===== src/rtl/sram_port_arbiter_if.sv =====
// Requester-side handshake bundle for one port of the SRAM arbiter.
// master = requester (DSP core or Wishbone debug path), slave = arbiter.
interface sram_port_arbiter_if #(
    parameter int AW = 8,
    parameter int DW = 32
);
    logic          req_valid;
    logic          req_ready;
    logic          req_we;
    logic [AW-1:0] req_addr;
    logic [DW-1:0] req_wdata;
    logic          rsp_valid;
    logic [DW-1:0] rsp_data;

    modport master (
        output req_valid, req_we, req_addr, req_wdata,
        input  req_ready, rsp_valid, rsp_data
    );

    modport slave (
        input  req_valid, req_we, req_addr, req_wdata,
        output req_ready, rsp_valid, rsp_data
    );
endinterface


===== src/rtl/sram_port_arbiter.sv =====
// Two-requester round-robin arbiter for a 1R1W SRAM macro with a fixed 2-cycle read return.
// Optional macro SRAM_ARB_BYPASS_EN: same-address read/write collisions forward the write data.
module sram_port_arbiter #(
    parameter int AW = 8,
    parameter int DW = 32
) (
    input  logic                 wb_clk_i,
    input  logic                 wb_rst_i,
    sram_port_arbiter_if.slave   m0,
    sram_port_arbiter_if.slave   m1,
    output logic                 R0_clk,
    output logic                 R0_en,
    output logic [AW-1:0]        R0_addr,
    input  logic [DW-1:0]        R0_data,
    output logic                 W0_clk,
    output logic                 W0_en,
    output logic [AW-1:0]        W0_addr,
    output logic [DW-1:0]        W0_data
);
    logic [1:0]    req_valid;
    logic [1:0]    req_we;
    logic [AW-1:0] req_addr  [2];
    logic [DW-1:0] req_wdata [2];

    logic          rd_ptr_q, rd_ptr_d;
    logic          wr_ptr_q, wr_ptr_d;
    logic          s1_vld_q, s1_vld_d;
    logic          s1_id_q,  s1_id_d;
    logic [1:0]    rsp_vld_q, rsp_vld_d;
    logic [DW-1:0] rsp_data_q [2];
    logic [DW-1:0] rsp_data_d [2];
`ifdef SRAM_ARB_BYPASS_EN
    logic          s1_byp_q,   s1_byp_d;
    logic [DW-1:0] s1_bdata_q, s1_bdata_d;
`endif

    logic [1:0]    rd_cand, wr_cand, ready;
    logic          rd_any, wr_any, rd_id, wr_id, rd_gnt, collide;
    logic [DW-1:0] rdata;

    assign R0_clk = wb_clk_i;
    assign W0_clk = wb_clk_i;

    assign req_valid    = {m1.req_valid, m0.req_valid};
    assign req_we       = {m1.req_we,    m0.req_we};
    assign req_addr[0]  = m0.req_addr;
    assign req_addr[1]  = m1.req_addr;
    assign req_wdata[0] = m0.req_wdata;
    assign req_wdata[1] = m1.req_wdata;

    assign m0.req_ready = ready[0];
    assign m1.req_ready = ready[1];
    assign m0.rsp_valid = rsp_vld_q[0];
    assign m1.rsp_valid = rsp_vld_q[1];
    assign m0.rsp_data  = rsp_data_q[0];
    assign m1.rsp_data  = rsp_data_q[1];

    always_comb begin
        // Grants are suppressed while reset is held so every output reads zero.
        rd_cand = wb_rst_i ? 2'b00 : (req_valid & ~req_we);
        wr_cand = wb_rst_i ? 2'b00 : (req_valid &  req_we);
        rd_any  = |rd_cand;
        wr_any  = |wr_cand;
        rd_id   = (&rd_cand) ? rd_ptr_q : rd_cand[1];
        wr_id   = (&wr_cand) ? wr_ptr_q : wr_cand[1];
        collide = rd_any && wr_any && (req_addr[rd_id] == req_addr[wr_id]);

`ifdef SRAM_ARB_BYPASS_EN
        rd_gnt     = rd_any;
        s1_byp_d   = collide;
        s1_bdata_d = collide ? req_wdata[wr_id] : '0;
`else
        // Read yields to the write; next cycle it sees the committed data.
        rd_gnt     = rd_any && !collide;
`endif

        ready[0] = (rd_gnt && !rd_id) || (wr_any && !wr_id);
        ready[1] = (rd_gnt &&  rd_id) || (wr_any &&  wr_id);

        rd_ptr_d = rd_gnt ? ~rd_id : rd_ptr_q;
        wr_ptr_d = wr_any ? ~wr_id : wr_ptr_q;

        R0_en   = rd_gnt;
        R0_addr = rd_gnt ? req_addr[rd_id] : '0;
        W0_en   = wr_any;
        W0_addr = wr_any ? req_addr[wr_id]  : '0;
        W0_data = wr_any ? req_wdata[wr_id] : '0;

        s1_vld_d = rd_gnt;
        s1_id_d  = rd_id;

        rdata = R0_data;
`ifdef SRAM_ARB_BYPASS_EN
        if (s1_byp_q) rdata = s1_bdata_q;
`endif

        rsp_vld_d[0]  = s1_vld_q && !s1_id_q;
        rsp_vld_d[1]  = s1_vld_q &&  s1_id_q;
        rsp_data_d[0] = rsp_vld_d[0] ? rdata : rsp_data_q[0];
        rsp_data_d[1] = rsp_vld_d[1] ? rdata : rsp_data_q[1];
    end

    always_ff @(posedge wb_clk_i) begin
        if (wb_rst_i) begin
            rd_ptr_q      <= 1'b0;
            wr_ptr_q      <= 1'b0;
            s1_vld_q      <= 1'b0;
            s1_id_q       <= 1'b0;
            rsp_vld_q     <= 2'b00;
            rsp_data_q[0] <= '0;
            rsp_data_q[1] <= '0;
`ifdef SRAM_ARB_BYPASS_EN
            s1_byp_q      <= 1'b0;
            s1_bdata_q    <= '0;
`endif
        end else begin
            rd_ptr_q      <= rd_ptr_d;
            wr_ptr_q      <= wr_ptr_d;
            s1_vld_q      <= s1_vld_d;
            s1_id_q       <= s1_id_d;
            rsp_vld_q     <= rsp_vld_d;
            rsp_data_q[0] <= rsp_data_d[0];
            rsp_data_q[1] <= rsp_data_d[1];
`ifdef SRAM_ARB_BYPASS_EN
            s1_byp_q      <= s1_byp_d;
            s1_bdata_q    <= s1_bdata_d;
`endif
        end
    end
endmodule


===== src/flat_wrapper.sv =====
// flat-port wrapper written by rule: the top's interface ports become plain ports
module sram_port_arbiter_flat 
#(
    parameter int AW = 8,
    parameter int DW = 32
)
  (wb_clk_i, wb_rst_i, R0_clk, R0_en, R0_addr, R0_data, W0_clk, W0_en, W0_addr, W0_data, m0_req_valid, m0_req_we, m0_req_addr, m0_req_wdata, m0_req_ready, m0_rsp_valid, m0_rsp_data, m1_req_valid, m1_req_we, m1_req_addr, m1_req_wdata, m1_req_ready, m1_rsp_valid, m1_rsp_data);
  sram_port_arbiter_if #(.AW(AW), .DW(DW)) m0_i ();
  sram_port_arbiter_if #(.AW(AW), .DW(DW)) m1_i ();
  input  logic wb_clk_i;
  input  logic wb_rst_i;
  output logic R0_clk;
  output logic R0_en;
  output logic [AW-1:0] R0_addr;
  input  logic [DW-1:0] R0_data;
  output logic W0_clk;
  output logic W0_en;
  output logic [AW-1:0] W0_addr;
  output logic [DW-1:0] W0_data;
  input wire logic [$bits(m0_i.req_valid)-1:0] m0_req_valid;
  input wire logic [$bits(m0_i.req_we)-1:0] m0_req_we;
  input wire logic [$bits(m0_i.req_addr)-1:0] m0_req_addr;
  input wire logic [$bits(m0_i.req_wdata)-1:0] m0_req_wdata;
  output wire logic [$bits(m0_i.req_ready)-1:0] m0_req_ready;
  output wire logic [$bits(m0_i.rsp_valid)-1:0] m0_rsp_valid;
  output wire logic [$bits(m0_i.rsp_data)-1:0] m0_rsp_data;
  input wire logic [$bits(m1_i.req_valid)-1:0] m1_req_valid;
  input wire logic [$bits(m1_i.req_we)-1:0] m1_req_we;
  input wire logic [$bits(m1_i.req_addr)-1:0] m1_req_addr;
  input wire logic [$bits(m1_i.req_wdata)-1:0] m1_req_wdata;
  output wire logic [$bits(m1_i.req_ready)-1:0] m1_req_ready;
  output wire logic [$bits(m1_i.rsp_valid)-1:0] m1_rsp_valid;
  output wire logic [$bits(m1_i.rsp_data)-1:0] m1_rsp_data;
  assign m0_i.req_valid = m0_req_valid;
  assign m0_i.req_we = m0_req_we;
  assign m0_i.req_addr = m0_req_addr;
  assign m0_i.req_wdata = m0_req_wdata;
  assign m0_req_ready = m0_i.req_ready;
  assign m0_rsp_valid = m0_i.rsp_valid;
  assign m0_rsp_data = m0_i.rsp_data;
  assign m1_i.req_valid = m1_req_valid;
  assign m1_i.req_we = m1_req_we;
  assign m1_i.req_addr = m1_req_addr;
  assign m1_i.req_wdata = m1_req_wdata;
  assign m1_req_ready = m1_i.req_ready;
  assign m1_rsp_valid = m1_i.rsp_valid;
  assign m1_rsp_data = m1_i.rsp_data;
  sram_port_arbiter #(.AW(AW), .DW(DW)) u_core (.wb_clk_i(wb_clk_i), .wb_rst_i(wb_rst_i), .m0(m0_i), .m1(m1_i), .R0_clk(R0_clk), .R0_en(R0_en), .R0_addr(R0_addr), .R0_data(R0_data), .W0_clk(W0_clk), .W0_en(W0_en), .W0_addr(W0_addr), .W0_data(W0_data));
endmodule

===== config.mk =====
export PLATFORM = sky130hd
export DESIGN_NAME = sram_port_arbiter_flat
export DESIGN_NICKNAME = d
export VERILOG_FILES = /design/src/rtl/sram_port_arbiter_if.sv /design/src/rtl/sram_port_arbiter.sv /design/src/flat_wrapper.sv
export SDC_FILE = /design/constraint.sdc
export NUM_CORES = 1
export LEC_CHECK = 0
export ABC_CLOCK_PERIOD_IN_PS = 2820
export CAP_MARGIN = 10
export CORE_MARGIN = 2
export CORE_UTILIZATION = 20
export DETAILED_ROUTE_END_ITERATION = 10
export PLACE_DENSITY_LB_ADDON = 0.15
export SLEW_MARGIN = 5
export SYNTH_ARGS = -nofsm -noshare
export SYNTH_HDL_FRONTEND = slang
export SYNTH_SLANG_ARGS = --single-unit

===== constraint.sdc =====
create_clock -name wb_clk_i -period 2.82 [get_ports wb_clk_i]
set_clock_uncertainty 0.15 [all_clocks]
set_input_delay 0.846 -clock wb_clk_i [delete_from_list [all_inputs] [get_ports wb_clk_i]]
set_output_delay 0.846 -clock wb_clk_i [all_outputs]
set_load 0.02 [all_outputs]

==> results of run 1 <==
[metrics by stage]
step           utilization  setup slack (ns)
6_report            0.4557           -0.2958
5_1_grt             0.4556           -0.3633
4_1_cts             0.4431           -0.3168
3_5_place_dp        0.3963            -1.106
3_3_place_gp        0.3963            -1.104
2_1_floorplan            -          -0.09584
[routing by layer]
layer  part of all wire  up-vias  global-route usage  wire length, um
met4              0.013        0             0.04589              192
li1                   -     1993                   -                -
met2               0.49      137              0.2755             7125
met3              0.064       20             0.04707              936
met1               0.43     1849              0.2006             6334
met5                  0        -                   0                0
[cells by family (layout without fill, tap and decap cells)]
group,after synthesis,count (layout)
muxes,8,8
and+or+nand+nor,172,172
DFF,70,70
AOI/OAI and AO/OA,120,120
xor gates and xnor gates,8,8
buffers and inverters,38,332
other,0,1
[state kept, by name, indices dropped and copies added (netlist names)]
register           cells
u_core.wr_ptr_q        1
u_core.s1_id_q         1
u_core.rsp_vld_q       2
u_core.rd_ptr_q        1
u_core.rsp_data_q     64
u_core.s1_vld_q        1
[where the power goes]
group          switching [mW]  total, mW  internal, mW
clock network           0.518       1.76          1.24
logic                   0.361      0.802         0.440
registers              0.0189       1.04          1.02
[repair_timing]
action / 4_1_cts / 5_1_grt
hold endpoints to repair: 0 / 0
buffers inserted: 18 / 6
pin swaps: 15 / 14
hold buffers: 0 / 0
setup endpoints to repair: 54 / 52
resized for setup: 412 / 36
cloned: 3 / 1
[cells in the mapped netlist, types with 3 or more instances]
cell,count
a21oi_1,74
a21oi_2,9
a22o_1,31
buf_2,12
buf_4,4
buf_6,6
clkbuf_1,14
dfxtp_1,70
mux2i_1,8
nand2_1,152
nand2b_1,5
nor2_1,3
xnor2_1,8
[area by class of cell]
type,count,area (um^2),area share
Antenna cell,1,2.502,0.0003457
Clock buffer,17,352.8,0.04874
Clock inverter,5,128.9,0.01780
Inverter,2,7.507,0.001037
Multi-Input combinational cell,308,2006,0.2770
Sequential cell,70,1401,0.1936
Tap cell,216,270.3,0.03733
Timing Repair Buffer,308,3070,0.4241
[worst register-to-register path, cell delays in order (launching register included)]
cell      delay, ns
dfxtp_1        0.31
nand3b_1       0.19
and3_4         0.22
buf_6          0.13
o221ai_4       0.22
buf_6          0.15
buf_16         0.12
buf_4          0.11
nand2_1        0.05
[final timing paths]
kind | from | endpoint | slack, ns | cells after the start
max | wb_rst_i | R0_addr[4] | -0.30 | 8
max reg2reg | u_core.wr_ptr_q | u_core.s1_vld_q | 1.08 | 8
min reg2reg | u_core.rsp_data_q[0][21] | u_core.rsp_data_q[0][21] | 0.30 | 2
min | u_core.rsp_data_q[0][21] | u_core.rsp_data_q[0][21] | 0.30 | 2
==> qor.yml, run 1 <==
place:
  gp_congestion: 0.8763
  place_area_um2: 6296
  port_buffers: 237
  dpl.cell_count: 879
  dp_hpwl_mm: 10.31
clocking:
  clkLatencyLatePin_ns: 0.44
  cts_tree: "done"
  cts.clk_slew.worst_paths_ns: 0.06
synth:
  synth-simple-area-share: 0.2169
  syn_nets: 534
  synth_top_area_cell: "dfxtp_1"
  syn_avg_cell_area_um2: 7.835
  synthTopCellsByArea: "dfxtp_1, nand2_1, a21oi_1"
  synthFlopType: "dfxtp_1"
  synth-seq-cells: 70
  seq_area_frac_synth: 0.4299
  synthCells: 416
  yosysTopAreaCellShare: 0.4299
  async_flop_share: 0
  synth.distinct_cells: 29
  synth_fa_ha_area_frac: 0
  synth_edf_count: 0
  synth_compound_area_frac: 0.2403
  ys.warnings.count: 0
  synth_mux_area_frac: 0.02457
  synth_top_family_by_area: "compound AO/OA/AOI/OAI gates"
  netlist_area_um2: 3259
  synth_xor_area_frac: 0.02150
worst_setup_path:
  worstSetupStartpointType: "input port"
  worstPathArrival_ns: 2.12
  cp_slowest_cell: "nor3_4"
  critPathRequiredTime_ns: 1.82
  worst-setup-path-type: "input port to primary output"
  cpPeakStageDelay_ns: 0.30
  crit_family: "buffers and inverters"
  cp.buffers_inverters: 4
  path_max_fanout: 5
  cpMostUsedCell: "buf_6"
  end_kind: "primary output"
  cp_cell_sequence: "buf_8 -> nand2b_4 -> nor3_4 -> buf_6 -> buf_6 -> mux2i_4 -> a21oi_4 -> buf_6"
final_layout:
  syn2layout_area_growth_pct: 122.1
  layout_common_cells: "clkdlybuf4s50_1, nand2_1, buf_4, dfxtp_1, a21oi_1"
  stdcell_count: 927
  fillers: 1588
  final_nets: 823
  final_area_um2: 7239
  final_common_cell: "clkdlybuf4s50_1"
  layout-drive-gt1-share: 0.3014
sta:
  fin_setup_tns_ns: -10.41
  fin_crit_ns: 3.116
  rsz0062_at_grt: "yes"
  hold_viol_final: 0
  maxSlewViolCount: 0
  whs_ns: 0.3010
  min_period_over_period: 1.105
  layout_setup_ws_ns: -0.2958
  max_freq_mhz: 320.9
  tightest_slew_ns: 0.8434
  setup_viol: 50
  relSlewSlack: 0.4365
drt:
  via_per_inst: 4.314
  drtPass1Iterations: 7
  antenna_left: 0
  routed_wl_mm: 14.59
  route.detailed.drc: 0
  drt_iter0_markers: 188
  wl_per_cell_um: 15.74
  vias: 3999
power:
  leakage_nw: 2.863
  worst_ir_drop_vdd_mv: 0.2679
  power_density_nw_per_um2: 498.0
  power.total_mw: 3.605
grt:
  grt_pass1_vias: 4058
  grt_max_degree: 63
  antenna_found_initial: 0
  grtUsageTotal: 0.1627
  grt.overflow.total: 0
  grt_pass1_wl_mm: 22.56
run_status:
  violations: "negative setup slack"
  status: "finished with violations"
worst_hold_path:
  hold_class: "flop to flop"
floorplanning:
  initial_utilization: 0.2052
  die_w_um: 131.7
  core_um2: 15890
  num_io_pins: 238
  die_y_um: 131.7
  design.die.area_um2: 17330
  rows: 46
job:
  drv_cap: 0
Power figures use the tool's default switching activity.
==> run 2, diff against run 1 <==
TNS_END_PERCENT = 1   (was unset)
==> run 2 against run 1 <==
The run still ends with negative setup slack left; register-to-register slack hardly changed; final cell count is 1.5% lower; non-clock buffer count is 12 lower.
==> qor.yml, run 2 (synthesis gave the netlist of run 1 again) <==
run_status:
  status: "finished with violations"
  violations: "negative setup slack"
floorplanning:
  die_y_um: 131.7
  rows: 46
  die_w_um: 131.7
  design.die.area_um2: 17330
  core_um2: 15890
  num_io_pins: 238
  initial_utilization: 0.2052
sta:
  setup_viol: 46
  maxSlewViolCount: 0
  hold_viol_final: 0
  tightest_slew_ns: 0.7103
  fin_crit_ns: 3.077
  whs_ns: 0.3008
  min_period_over_period: 1.091
  max_freq_mhz: 325.0
  rsz0062_at_grt: "yes"
  fin_setup_tns_ns: -7.321
  layout_setup_ws_ns: -0.2573
  relSlewSlack: 0.5265
drt:
  via_per_inst: 4.379
  routed_wl_mm: 14.01
  antenna_left: 0
  drt_iter0_markers: 188
  route.detailed.drc: 0
  wl_per_cell_um: 15.35
  drtPass1Iterations: 4
  vias: 3998
worst_setup_path:
  end_kind: "primary output"
  cpMostUsedCell: "buf_6"
  reg2reg_slack_ns: 1.08
  critPathRequiredTime_ns: 1.82
  worstSetupStartpointType: "input port"
  worst-setup-path-type: "input port to primary output"
  cp_cell_sequence: "buf_8 -> nand2b_4 -> nor3_4 -> buf_6 -> mux2i_2 -> a21oi_4 -> buf_6"
  reg2regPathDepth: 8
  cpPeakStageDelay_ns: 0.30
  cp_slowest_cell: "mux2i_2"
  r2r-end: "u_core.rd_ptr_q"
  rr_startpoint: "u_core.wr_ptr_q"
  path_max_fanout: 8
  worstPathArrival_ns: 2.08
  crit_family: "buffers and inverters"
  cp.buffers_inverters: 3
place:
  gp_congestion: 0.8310
  dp_slack_ns: -1.112
  port_buffers: 237
  dp_hpwl_mm: 9.907
  place_area_um2: 6070
grt:
  grt.overflow.total: 0
  grt_pass1_vias: 4111
  antenna_found_initial: 0
  grtUsageTotal: 0.1581
  grt_max_degree: 68
  grt_pass1_wl_mm: 21.71
worst_hold_path:
  hp-start: "u_core.rsp_data_q[0][24]"
  hold_depth: 2
  hold_class: "flop to flop"
  hold_end: "u_core.rsp_data_q[0][24]"
final_layout:
  layout-drive-gt1-share: 0.2783
  syn2layout_area_growth_pct: 109.4
  layout_common_cells: "clkdlybuf4s50_1, nand2_1, dfxtp_1, a21oi_1, buf_4"
  reg_top3: "u_core.rsp_data_q: 64 flops, u_core.rsp_vld_q: 2 flops"
  largest_reg_flops: 64
  final_nets: 811
  fin_util: 0.4296
  diodes: 0
  final_area_um2: 6824
  final_common_cell: "clkdlybuf4s50_1"
  fillers: 1573
  top_register: "u_core.rsp_data_q"
clocking:
  cts_tree: "done"
  cts.clk_slew.worst_paths_ns: 0.05
  clkLatencyLatePin_ns: 0.44
  holdBufCountCts: 0
job:
  drv_cap: 0
power:
  power_density_nw_per_um2: 494.0
  worst_ir_drop_vdd_mv: 0.5438
  leakage_nw: 2.681
-- run 2: cell count changes in the layout (fill, tap and decap cells not counted), moves of 3 or more --
cell       previous run  this run
buf_4                78        56
a21oi_4              11         3
mux2i_2               0         6
a21oi_2               3        13
mux2i_4               8         0
buf_2                 7        19
xnor2_2               8         3
xnor2_1               0         5
bufinv_16             4         1
-- run 2: worst register-to-register path: stages, from the launching register on --
cell       delay, ns
dfxtp_1         0.33
nand3b_1        0.13
and3_4          0.23
buf_4           0.12
o221ai_4        0.12
buf_12          0.17
buf_4           0.13
buf_4           0.13
a2bb2oi_1       0.15
-- run 2: repair_timing --
item,4_1_cts,5_1_grt
pin swaps,23,18
setup endpoints to repair,54,52
gates resized for setup,394,44
setup buffers,12,5
gates cloned,3,0
-- run 2: layout make-up --
class,instances,area (um^2),share of cell area
Timing Repair Buffer,296,2879,0.4219
Multi-Input combinational cell,308,1826,0.2675
Sequential cell,70,1401,0.2054
Clock buffer,17,392.9,0.05757
Tap cell,216,270.3,0.03960
Clock inverter,4,47.55,0.006967
Inverter,2,7.507,0.001100
-- run 2: how the worst max path moves through the flow --
stage / depth (start not counted) / from / end
after floorplan: 6 / wb_rst_i / W0_data[31]
after global placement: 7 / m1_req_we / W0_data[28]
after detailed placement: 8 / m1_req_valid / W0_data[28]
after CTS: 8 / wb_rst_i / R0_addr[2]
after global routing: 7 / m1_req_addr[7] / m0_req_ready
final: 7 / wb_rst_i / R0_addr[4]
-- run 2: routing by layer --
metal / vias up / global-route usage / part of all wire
met5: - / 0 / 0
met4: 0 / 0.04348 / 0.012
met3: 15 / 0.06481 / 0.092
met2: 178 / 0.2862 / 0.51
met1: 1849 / 0.1686 / 0.39
li1: 1956 / - / -
-- run 2: where the power goes --
part | total [mW] | switching (mW) | internal (mW) | leakage (nW)
combinational | 0.755 | 0.345 | 0.410 | 1.90
sequential | 1.04 | 0.0190 | 1.03 | 0.568
clock | 1.57 | 0.506 | 1.07 | 0.215
total | 3.37 | 0.871 | 2.50 | 2.68
-- run 2: stage by stage --
step | cells | power (mW)
floorplan | 416 | 1.426
global placement | 876 | 1.853
detailed placement | 876 | 1.856
CTS | 910 | 3.396
global route | 913 | 3.519
finish | 913 | 3.371
